$ cat src/rtl/md_pkg.sv
`default_nettype none
// ============================================================================
// Package  : md_pkg
// Brief    : Shared opcodes, status codes and FSM encoding for multdiv_sequencer
// Revision : 1.0
// ============================================================================
package md_pkg;

    localparam logic [4:0]  OP_RTYPE    = 5'b00000;
    localparam logic [4:0]  ALU_MUL     = 5'b00110;
    localparam logic [4:0]  ALU_DIV     = 5'b00111;

    // Codes the overflow/status block places on rstatus_in.
    localparam logic [31:0] RSTATUS_MUL = 32'd4;
    localparam logic [31:0] RSTATUS_DIV = 32'd5;

    typedef enum logic [1:0] {
        ST_IDLE = 2'd0,
        ST_MUL  = 2'd1,
        ST_DIV  = 2'd2,
        ST_DONE = 2'd3
    } md_state_e;

endpackage
`default_nettype wire

$ cat src/rtl/md_iter_core.sv
`default_nettype none
// ============================================================================
// Module   : md_iter_core
// Brief    : One-bit-per-cycle shift-add multiplier / restoring divider on magnitudes
// Revision : 1.0
// ============================================================================
module md_iter_core
    import md_pkg::*;
#(
    parameter int WIDTH = 32
) (
    input  logic               clk,
    input  logic               rst,
    input  logic               i_load,
    input  logic               i_step,
    input  logic               i_mode_div,
    input  logic [WIDTH-1:0]   i_mag_a,
    input  logic [WIDTH-1:0]   i_mag_b,
    output logic               o_done,
    output logic [2*WIDTH-1:0] o_result
);

    localparam int               CNT_W = $clog2(WIDTH);
    localparam logic [CNT_W-1:0] LAST  = CNT_W'(WIDTH - 1);

    logic [2*WIDTH-1:0] r_acc_q, w_acc_d;
    logic [WIDTH-1:0]   r_opb_q, w_opb_d;
    logic               r_mode_q, w_mode_d;
    logic [CNT_W-1:0]   r_cnt_q, w_cnt_d;

    logic [WIDTH:0]     w_add;
    logic [2*WIDTH-1:0] w_shl;
    logic [WIDTH:0]     w_sub;

    always_comb begin
        w_acc_d  = r_acc_q;
        w_opb_d  = r_opb_q;
        w_mode_d = r_mode_q;
        w_cnt_d  = r_cnt_q;

        // Multiply: upper half accumulates, multiplier bits drain out of the lower half.
        w_add = {1'b0, r_acc_q[2*WIDTH-1:WIDTH]}
              + (r_acc_q[0] ? {1'b0, r_opb_q} : {(WIDTH+1){1'b0}});
        // Divide: upper half is the partial remainder, quotient bits enter at bit 0.
        w_shl = {r_acc_q[2*WIDTH-2:0], 1'b0};
        w_sub = {1'b0, w_shl[2*WIDTH-1:WIDTH]} - {1'b0, r_opb_q};

        if (i_load) begin
            w_acc_d  = {{WIDTH{1'b0}}, i_mag_a};
            w_opb_d  = i_mag_b;
            w_mode_d = i_mode_div;
            w_cnt_d  = '0;
        end else if (i_step) begin
            if (r_mode_q) begin
                w_acc_d = w_sub[WIDTH] ? w_shl
                                       : {w_sub[WIDTH-1:0], w_shl[WIDTH-1:1], 1'b1};
            end else begin
                w_acc_d = {w_add, r_acc_q[WIDTH-1:1]};
            end
            w_cnt_d = r_cnt_q + 1'b1;
        end
    end

    always_ff @(posedge clk) begin
        if (rst) begin
            r_acc_q  <= '0;
            r_opb_q  <= '0;
            r_mode_q <= 1'b0;
            r_cnt_q  <= '0;
        end else begin
            r_acc_q  <= w_acc_d;
            r_opb_q  <= w_opb_d;
            r_mode_q <= w_mode_d;
            r_cnt_q  <= w_cnt_d;
        end
    end

    assign o_done   = i_step & (r_cnt_q == LAST);
    assign o_result = r_acc_q;

endmodule
`default_nettype wire

$ cat src/rtl/multdiv_sequencer.sv
`default_nettype none
// ============================================================================
// Module   : multdiv_sequencer
// Brief    : X-stage controller for iterative signed MUL/DIV with stall and writeback
// Revision : 1.0
// ============================================================================
module multdiv_sequencer
    import md_pkg::*;
#(
    parameter int WIDTH      = 32,
    parameter int STATUS_REG = 30
) (
    input  logic             clock,
    input  logic             reset,
    input  logic             valid_x,
    input  logic             flush_x,
    input  logic [4:0]       op,
    input  logic [4:0]       alu_op,
    input  logic [WIDTH-1:0] data_a,
    input  logic [WIDTH-1:0] data_b,
    input  logic [4:0]       rd,
    input  logic [31:0]      rstatus_in,
    output logic             stall,
    output logic             md_ready,
    output logic [WIDTH-1:0] md_result,
    output logic [4:0]       md_rd,
    output logic             md_we,
    output logic             md_exception
);

    md_state_e          r_state_q, w_state_d;
    logic               r_neg_q, w_neg_d;
    logic               r_is_div_q, w_is_div_d;
    logic               r_dz_q, w_dz_d;
    logic [4:0]         r_rd_q, w_rd_d;
    logic [31:0]        r_rstatus_q, w_rstatus_d;
    logic [WIDTH-1:0]   r_md_result_q, w_md_result_d;
    logic [4:0]         r_md_rd_q, w_md_rd_d;

    logic               w_is_mul, w_is_div, w_start, w_step;
    logic [WIDTH-1:0]   w_mag_a, w_mag_b;
    logic               w_core_done;
    logic [2*WIDTH-1:0] w_core_result;
    logic [2*WIDTH-1:0] w_prod;
    logic [WIDTH-1:0]   w_quot_mag, w_quot, w_value;
    logic               w_mul_ovf, w_div_ovf, w_exc;

    assign w_is_mul = (op == OP_RTYPE) && (alu_op == ALU_MUL);
    assign w_is_div = (op == OP_RTYPE) && (alu_op == ALU_DIV);
    assign w_start  = valid_x & (w_is_mul | w_is_div) & (r_state_q == ST_IDLE) & ~flush_x;
    assign w_step   = ((r_state_q == ST_MUL) || (r_state_q == ST_DIV)) & ~flush_x;
    assign w_mag_a  = data_a[WIDTH-1] ? -data_a : data_a;
    assign w_mag_b  = data_b[WIDTH-1] ? -data_b : data_b;

    md_iter_core #(
        .WIDTH (WIDTH)
    ) u_core (
        .clk        (clock),
        .rst        (reset),
        .i_load     (w_start),
        .i_step     (w_step),
        .i_mode_div (w_is_div),
        .i_mag_a    (w_mag_a),
        .i_mag_b    (w_mag_b),
        .o_done     (w_core_done),
        .o_result   (w_core_result)
    );

    // Signed product fits only if everything from bit WIDTH-1 upward is sign extension.
    assign w_prod     = r_neg_q ? -w_core_result : w_core_result;
    assign w_mul_ovf  = ~((&w_prod[2*WIDTH-1:WIDTH-1]) | ~(|w_prod[2*WIDTH-1:WIDTH-1]));
    assign w_quot_mag = w_core_result[WIDTH-1:0];
    assign w_quot     = r_neg_q ? -w_quot_mag : w_quot_mag;
    // A positive quotient with the top magnitude bit set is only reachable as MIN / -1.
    assign w_div_ovf  = ~r_neg_q & w_quot_mag[WIDTH-1];
    assign w_exc      = r_dz_q | (r_is_div_q ? w_div_ovf : w_mul_ovf);
    assign w_value    = r_is_div_q ? w_quot : w_prod[WIDTH-1:0];

    always_comb begin
        w_state_d     = r_state_q;
        w_neg_d       = r_neg_q;
        w_is_div_d    = r_is_div_q;
        w_dz_d        = r_dz_q;
        w_rd_d        = r_rd_q;
        w_rstatus_d   = r_rstatus_q;
        w_md_result_d = r_md_result_q;
        w_md_rd_d     = r_md_rd_q;
        stall         = w_start;
        md_ready      = 1'b0;
        md_we         = 1'b0;
        md_exception  = 1'b0;

        case (r_state_q)
            ST_IDLE: begin
                if (w_start) begin
                    w_neg_d     = data_a[WIDTH-1] ^ data_b[WIDTH-1];
                    w_is_div_d  = w_is_div;
                    w_dz_d      = w_is_div & (data_b == '0);
                    w_rd_d      = rd;
                    w_rstatus_d = rstatus_in;
                    if (w_is_div && (data_b == '0)) w_state_d = ST_DONE;
                    else if (w_is_div)              w_state_d = ST_DIV;
                    else                            w_state_d = ST_MUL;
                end
            end
            ST_MUL, ST_DIV: begin
                stall = 1'b1;
                if (flush_x)          w_state_d = ST_IDLE;
                else if (w_core_done) w_state_d = ST_DONE;
            end
            ST_DONE: begin
                md_ready      = 1'b1;
                md_exception  = w_exc;
                md_we         = w_exc | (r_rd_q != 5'd0);
                w_md_result_d = w_exc ? WIDTH'(r_rstatus_q) : w_value;
                w_md_rd_d     = w_exc ? 5'(STATUS_REG) : r_rd_q;
                w_state_d     = ST_IDLE;
            end
            default: w_state_d = ST_IDLE;
        endcase
    end

    assign md_result = w_md_result_d;
    assign md_rd     = w_md_rd_d;

    always_ff @(posedge clock) begin
        if (reset) begin
            r_state_q     <= ST_IDLE;
            r_neg_q       <= 1'b0;
            r_is_div_q    <= 1'b0;
            r_dz_q        <= 1'b0;
            r_rd_q        <= '0;
            r_rstatus_q   <= '0;
            r_md_result_q <= '0;
            r_md_rd_q     <= '0;
        end else begin
            r_state_q     <= w_state_d;
            r_neg_q       <= w_neg_d;
            r_is_div_q    <= w_is_div_d;
            r_dz_q        <= w_dz_d;
            r_rd_q        <= w_rd_d;
            r_rstatus_q   <= w_rstatus_d;
            r_md_result_q <= w_md_result_d;
            r_md_rd_q     <= w_md_rd_d;
        end
    end

endmodule
`default_nettype wire

$ cat config.mk
export PLATFORM = sky130hd
export DESIGN_NAME = multdiv_sequencer
export DESIGN_NICKNAME = d
export VERILOG_FILES = /design/src/rtl/md_pkg.sv /design/src/rtl/md_iter_core.sv /design/src/rtl/multdiv_sequencer.sv
export SDC_FILE = /design/constraint.sdc
export NUM_CORES = 1
export LEC_CHECK = 0
export CORE_MARGIN = 3
export CORE_UTILIZATION = 60
export CTS_CLUSTER_DIAMETER = 40
export DETAILED_ROUTE_END_ITERATION = 6
export DONT_BUFFER_PORTS = 1
export PLACE_DENSITY = 0.74
export RECOVER_POWER = 25
export SKIP_LAST_GASP = 1
export SYNTH_ARGS = -nofsm -noshare
export SYNTH_HDL_FRONTEND = slang
export SYNTH_SLANG_ARGS = --single-unit
$ cat constraint.sdc
create_clock -name clock -period 5.9 [get_ports clock]
set_input_delay 1.475 -clock clock [delete_from_list [all_inputs] [get_ports clock]]
set_output_delay 1.475 -clock clock [all_outputs]
set_load 0.01 [all_outputs]
Word-level counts from Yosys, hierarchy flattened:

Cells that the tools add are included.

* bits in registers: 181
* bits in latches: 0
* bits in writable memories: 0
* ROM bits: 0
* bits of input ports: 115
* output and inout bits: 41
* word-level logic and storage cells: 84
* memories kept: 0

* add/sub/neg operators: 7
* multiply operators: 0
* div/mod/pow operators: 0
* order comparisons: 0
* equal/unequal tests: 8
* shift operators: 0
* mux-type cells: 25
* bitwise operators: 16
* reduce and logical (&&, ||, !) cells: 15

Operators by type and width (count)
* $mux 32: 9
* $mux 64: 3
* $neg 32->32: 3
* $neg 64->64: 1
* $add 32x32->33: 1
* $reduce_and 33->1: 1
* $reduce_or 33->1: 1
* $sub 32x32->33: 1
* $logic_not 32->1: 1
* $eq 5x3->1 const B: 2
* $mux 2: 5
* $mux 5: 2
* $and 1x1->1: 7
* $pmux 2 s3: 1
* $add 5x1->5 const B: 1
* $eq 5x5->1 const B: 1
* $logic_not 5->1: 1
* $mux 1: 5
* $reduce_bool 5->1: 1
* $eq 2x2->1 const B: 2
* $not 1->1: 4
* $or 1x1->1: 4
* $reduce_and 2->1: 2
* $reduce_or 2->1: 2
* 8 further kinds: 10

Depth between registers and ports, before layout:

* word-level depth: 10
* gate-level depth with buffers: 17
* depth with buffers taken out: 14

By module:

From an unflattened synthesis, not the netlist that was laid out.

* cell total of the unflattened synthesis: 2087
* area total of the unflattened synthesis: 15608.7 um^2

By module, submodules not included
* md_iter_core: instances 1, cells each 1071, area an instance 8267.9 um^2, sequential area each 2042.0 um^2
* multdiv_sequencer: instances 1, cells each 1016, area an instance 7340.8 um^2, sequential area each 1581.5 um^2

Worst setup path after synthesis:

No wires, ideal clock.

* kind: flip-flop to output port
* start: register u_core.r_acc_q[0], in the netlist u_core.o_result[0]
* end: output md_result[0]
* data arrival time: 4107 ps
* data required time: 4425 ps
* setup slack: 318 ps
* stages on the path, launching flop included: 15
* cell sequence: dfxtp_1 clkbuf_1 inv_1 clkbuf_1 ha_1 nor4b_1 nand4_1 nor4_1 mux2_2 o31ai_1 o2111ai_1 or4_4 o41ai_4 nor2_1 a311oi_1

* word-level cells in the longest chain between the ends: 10
* elaborated cells between the ends (all ways): 14
* classes of those cells: 2 x add/sub; 6 x mux; 4 x bitwise; 2 x reduce/logical

Ends and longest elaborated chain
* from (decl): RTL line md_iter_core.sv:26 `logic [2*WIDTH-1:0] r_acc_q, w_acc_d;`
* from (signal assigned): RTL line md_iter_core.sv:71 `r_acc_q <= w_acc_d;`
* $neg 64->64: RTL line multdiv_sequencer.sv:70 `assign w_prod = r_neg_q ? -w_core_result : w_core_result;`
* $mux 64: RTL line multdiv_sequencer.sv:70
* $reduce_or 33->1: RTL line multdiv_sequencer.sv:71 `assign w_mul_ovf = ~((&w_prod[2*WIDTH-1:WIDTH-1]) | ~(|w_prod[2*WIDTH-1:WIDTH-1]));`
* $not 1->1: RTL line multdiv_sequencer.sv:71
* $or 1x1->1: RTL line multdiv_sequencer.sv:71
* $not 1->1: RTL line multdiv_sequencer.sv:71
* $mux 1: RTL line multdiv_sequencer.sv:76 `assign w_exc = r_dz_q | (r_is_div_q ? w_div_ovf : w_mul_ovf);`
* $or 1x1->1: RTL line multdiv_sequencer.sv:76
* $mux 32 *: RTL line multdiv_sequencer.sv:115 `w_md_result_d = w_exc ? WIDTH'(r_rstatus_q) : w_value;`
* $mux 32 *: RTL line multdiv_sequencer.sv:93 `case (r_state_q)`
* to (decl): RTL line multdiv_sequencer.sv:25 `output logic [WIDTH-1:0] md_result,`

Mark *: on every way between the ends. The rest lies on a longest branch, timed or not.

Worst setup path in the final report:

* start: register u_core.r_acc_q[34], in the netlist u_core.o_result[34]
* end: output md_result[3]

* word-level cells in the longest chain between the ends: 10
* elaborated cells between the ends (all ways): 11
* classes of those cells: 1 x add/sub; 4 x mux; 4 x bitwise; 2 x reduce/logical

Ends and longest elaborated chain (RTL line)
* $neg 64->64: multdiv_sequencer.sv:70
* $mux 64 *: multdiv_sequencer.sv:70
* $reduce_or 33->1: multdiv_sequencer.sv:71
* $not 1->1: multdiv_sequencer.sv:71
* $or 1x1->1 *: multdiv_sequencer.sv:71
* $not 1->1 *: multdiv_sequencer.sv:71
* $mux 1 *: multdiv_sequencer.sv:76
* $or 1x1->1 *: multdiv_sequencer.sv:76
* $mux 32 *: multdiv_sequencer.sv:115
* $mux 32 *: multdiv_sequencer.sv:93

Marked as above.

==> reports/results.txt <==
Counting flops with a built-in enable in the synthesized netlist gives 0. Along the worst hold path, the cell count comes to 2. The run gives 2 as the buffer levels on the longest clock path. The number of warnings printed during yosys synthesis is 0.

The signed area change from the synthesized netlist to the final layout is 7.08%, and the share of the synthesized area in the top cell type is 24.0%. After the first detailed-routing iteration, the DRC count stood at 1887. The logs give 0 for the initial antenna violation count and 2 for the max-capacitance violation count. The final reports fail on max-capacitance violations, max-slew violations. Based on the critical path, the design can be clocked at up to 0.172 GHz. Synthesis inferred 181 register bits.

After clock tree synthesis, the clock-pin slew on the worst setup and hold paths is 0.08 ns. The tools report the HPWL reported at the end of detailed placement as 36.1 mm. The routed layout has 15500 vias. The logs give -73.8% for the worst relative slew slack and 156 for the total I/O pin count. The run gives 27200 sq um as the full die area. Endpoint class of the critical path: a primary output. The first global-routing pass estimated 75.6 mm of wire.

The distinct cell type count after synthesis is 74. After synthesis, the largest family of logic cells by area is compound AO/OA/AOI/OAI gates. For this run, the post-layout net count is 2170.

The overall power of the completed layout was 6.65 mW. The die is 165 um tall. The share of synthesized cell area in full adder, half adder and majority cells was 6.22%; the sequential element share of the synthesized area was 24.0%. The max-slew violation total from the final report is 212. The parity-gate share of the synthesized area counting xor and xnor cells is 9.03%. Entering global routing, the biggest net connects 159 pins. The area fraction in and, or, nand and nor cells after synthesis was 23.9%. The analysis attributes to cell leakage a power of 6.20 nW. For the remaining design rule violation count, the log shows 0.

Before antenna repair, the detailed router went through 6 iterations. The fraction of final layout cells sized beyond drive strength 1 came out at 8.43%. For the pin with the worst max-slew slack, the measured transition is 2.61 ns. The logs give 57 for the floorplan row count and 0 for the number of antenna diodes.

The average instance in the mapped netlist occupies 7.35 sq um. Of all flip-flops after synthesis, the portion carrying an async set or reset was 0%. The remaining global-route overflow came out at 0. Number of buffers added on ports: 0. Post-synthesis mux area share: 3.46%.

The final critical-path required period is 5.81 ns, and the total routed wirelength is 49.0 mm. Dividing the detail-routed via count by the number of cells gives 6.67. In this run the critical register-to-register path is captured at u_core.o_result[36].

In the layout the commonest cells are 223 x sky130_fd_sc_hd__nand2_1, 183 x sky130_fd_sc_hd__nor2_1, 178 x sky130_fd_sc_hd__dfxtp_1. In this run, placement finished with an instance count of 2277. The run gives 0 as the number of buffers inserted for hold repair after clock tree synthesis. For the worst setup path, the data required time is 4.43 ns.

TritonCTS built the clock tree. The H-tree was split into 4 levels. The biggest area contributor in the post-synthesis netlist is sky130_fd_sc_hd__dfxtp_1. The clock root buffer master is sky130_fd_sc_hd__clkbuf_16.

The logs give 0.45 ns for the latest clock arrival within the worst-skew pair and 0 for the final number of hold-violating endpoints. Among all flip-flop cells after synthesis, the most frequent one is sky130_fd_sc_hd__dfxtp_1. Clock tree synthesis inserted a total of 17 buffers. The startpoint identified for the worst hold timing path is u_core.r_opb_q[26]. In the global route stage, overall resource usage came out at 34.9%.

The detail route stage leaves a number of antenna-violating nets equal to 0. Setup slack on the worst reg-to-reg path comes out at 1.46 ns. The synthesized netlist net count is 2247, and the final estimated routing congestion in global placement is 0.993. For the via count of the first global-routing pass, the log shows 13900.

The worst path uses 98.5% of the clock period. In this run the worst path has a maximum fanout of 26. In this run the critical register-to-register path is launched from u_core.o_result[31]. The die is 165 um wide. After detailed routing, the average wire length per cell comes to 21.1 um. The filler cell count was 2240; the starting utilization of the core area was 61.7%. By area the synthesized netlist is led by sky130_fd_sc_hd__dfxtp_1 24%, sky130_fd_sc_hd__ha_1 6.0%, sky130_fd_sc_hd__nand2_1 5.5%, sky130_fd_sc_hd__a211oi_1 5.0%, sky130_fd_sc_hd__xor2_1 4.9%. The run gives 0 as the final-report setup violation count. The library cell used most frequently in the layout, excluding fill and tap cells, is sky130_fd_sc_hd__nand2_1. Class of the most critical hold timing path: reg -> reg. Once layout is complete, the cells apart from fillers number 2318. Synthesis handed over a netlist of 2058 instances.

The total number of clock tree sinks was 181; the power density of the placed cells was 411 nW/um^2. The peak supply drop came out at 0.000362 V. The mapped netlist covers 15100 sq um.

Worst path arrival time: 4.34 ns. The worst hold path terminates at u_core.r_opb_q[26]. The startpoint type of the worst setup path is a register.

The total core area is 24500 sq um, and the final setup skew is 0.0214 ns. The critical path class is reg -> out. For the worst flop-to-flop path, the logic depth is 14. The synthesized-area fraction occupied by ao, oa, aoi and oai cells is 27.3%. The flow ran to the end, but the final reports show violations.
## Yosys cell counts (9+ instances only)
library cell / number
sky130_fd_sc_hd__or3_1: 31
sky130_fd_sc_hd__buf_2: 16
sky130_fd_sc_hd__a31oi_1: 50
sky130_fd_sc_hd__o41ai_1: 23
sky130_fd_sc_hd__ha_1: 72
sky130_fd_sc_hd__nor3_1: 54
sky130_fd_sc_hd__inv_1: 68
sky130_fd_sc_hd__nand4_1: 53
sky130_fd_sc_hd__or4_1: 13
sky130_fd_sc_hd__a21oi_1: 139
sky130_fd_sc_hd__nor2b_1: 13
sky130_fd_sc_hd__xor2_1: 84
sky130_fd_sc_hd__a211oi_1: 101
sky130_fd_sc_hd__nand2b_1: 19
sky130_fd_sc_hd__mux2_2: 10
sky130_fd_sc_hd__nor2_1: 184
sky130_fd_sc_hd__o211ai_1: 43
sky130_fd_sc_hd__nand2_1: 223
sky130_fd_sc_hd__a311oi_1: 9
sky130_fd_sc_hd__a21o_1: 26
sky130_fd_sc_hd__or2_2: 10
sky130_fd_sc_hd__clkbuf_1: 136
sky130_fd_sc_hd__o31ai_1: 33
sky130_fd_sc_hd__nor4_1: 23
sky130_fd_sc_hd__o21ai_0: 92
sky130_fd_sc_hd__dfxtp_1: 181
sky130_fd_sc_hd__mux2i_1: 41
sky130_fd_sc_hd__and3_1: 16
sky130_fd_sc_hd__xnor2_1: 72
sky130_fd_sc_hd__nand3_1: 69
sky130_fd_sc_hd__o21a_1: 29
## layout make-up
type,count,area [sq um],area share [%]
repair buffers,68,532,3.28
clock buffers,18,439,2.71
clock inverters,14,154,0.950
well taps,324,405,2.50
multi-input cells,1643,10800,66.5
inverters,70,263,1.62
flip-flops and latches,181,3630,22.4
## how the worst max path moves through the flow
stage | startpoint | endpoint | slack (ns) | depth (start not counted)
floorplan | u_core.o_result[0] | md_result[0] | 0.32 | 14
global placement | u_core.o_result[41] | md_result[0] | 0.12 | 11
detailed placement | u_core.o_result[41] | md_result[0] | 0.13 | 11
CTS | u_core.o_result[1] | md_result[0] | -0.02 | 13
global route | u_core.o_result[5] | md_result[0] | -0.02 | 11
finish | u_core.o_result[34] | md_result[3] | 0.09 | 12
## flip-flops by register name, indices dropped and copies added, names as in the netlist
register and flops:
u_core.r_mode_q 1, u_core.o_result 64, u_core.r_cnt_q 5, r_neg_q 1, r_md_result_q 32, r_rd_q 5, u_core.r_opb_q 32, r_rstatus_q 32
r_md_rd_q 5, r_dz_q 1, r_state_q 2, r_is_div_q 1
## report_power, final
| group | internal, mW | switching (mW) | total [mW] |
|---|---|---|---|
| Clock | 0.584 | 0.594 | 1.18 |
| Combinational | 1.55 | 2.53 | 4.08 |
| Sequential | 1.28 | 0.112 | 1.39 |
| Total | 3.41 | 3.24 | 6.65 |
## kinds of logic (layout without fill, tap and decap cells)
kind of cell | after synthesis | after routing
simple gates | 745 | 745
compound gates | 617 | 617
buf+inv | 234 | 170
flops | 181 | 181
xor+xnor | 156 | 156
fa+ha+maj | 74 | 74
mux | 51 | 51
## critical path, stage by stage (launching register included)
cell,delay [ns]
sky130_fd_sc_hd__dfxtp_1,0.34
sky130_fd_sc_hd__nor4_4,0.46
sky130_fd_sc_hd__nand3_4,0.24
sky130_fd_sc_hd__or4_4,0.63
sky130_fd_sc_hd__or3_1,0.34
sky130_fd_sc_hd__a211oi_1,0.26
sky130_fd_sc_hd__a31oi_1,0.13
sky130_fd_sc_hd__or4_4,0.52
sky130_fd_sc_hd__o41ai_4,0.24
sky130_fd_sc_hd__buf_4,0.19
sky130_fd_sc_hd__buf_12,0.16
sky130_fd_sc_hd__o211ai_1,0.14
sky130_fd_sc_hd__nand3_1,0.24
## through the flow
| stage | utilization, % | hold slack [ns] | cell area [sq um] | setup WS, ns | setup TNS (ns) |
|---|---|---|---|---|---|
| finish | 66.0 | 0.452 | 16200 | 0.0898 | 0 |
| global route | 66.0 | 0.476 | 16200 | -0.0239 | -0.0319 |
| CTS | 65.4 | 0.457 | 16000 | -0.0191 | -0.0191 |
| detailed placement | 62.7 | 0.446 | 15400 | 0.125 | 0 |
| global placement | 62.7 | 0.436 | 15400 | 0.121 | 0 |
| floorplan | - | 0.432 | 15100 | 0.318 | 0 |
## routing by layer
layer	wire length (um)	vias up	track usage [%]	share of wire, %
li1	-	7410	-	-
met1	22400	7331	51.1	46
met2	20700	653	50.8	42
met3	5020	68	9.66	10
met4	858	0	8.12	1.8
met5	0	-	0	0
## timing repair
| item | CTS | global route |
|---|---|---|
| endpoints found under the setup margin | 39 | 39 |
| pin swaps | 2 | 11 |
| resized for setup | 9 | 24 |
| setup buffers | 2 | 7 |
(Power assumes the default switching activity.)
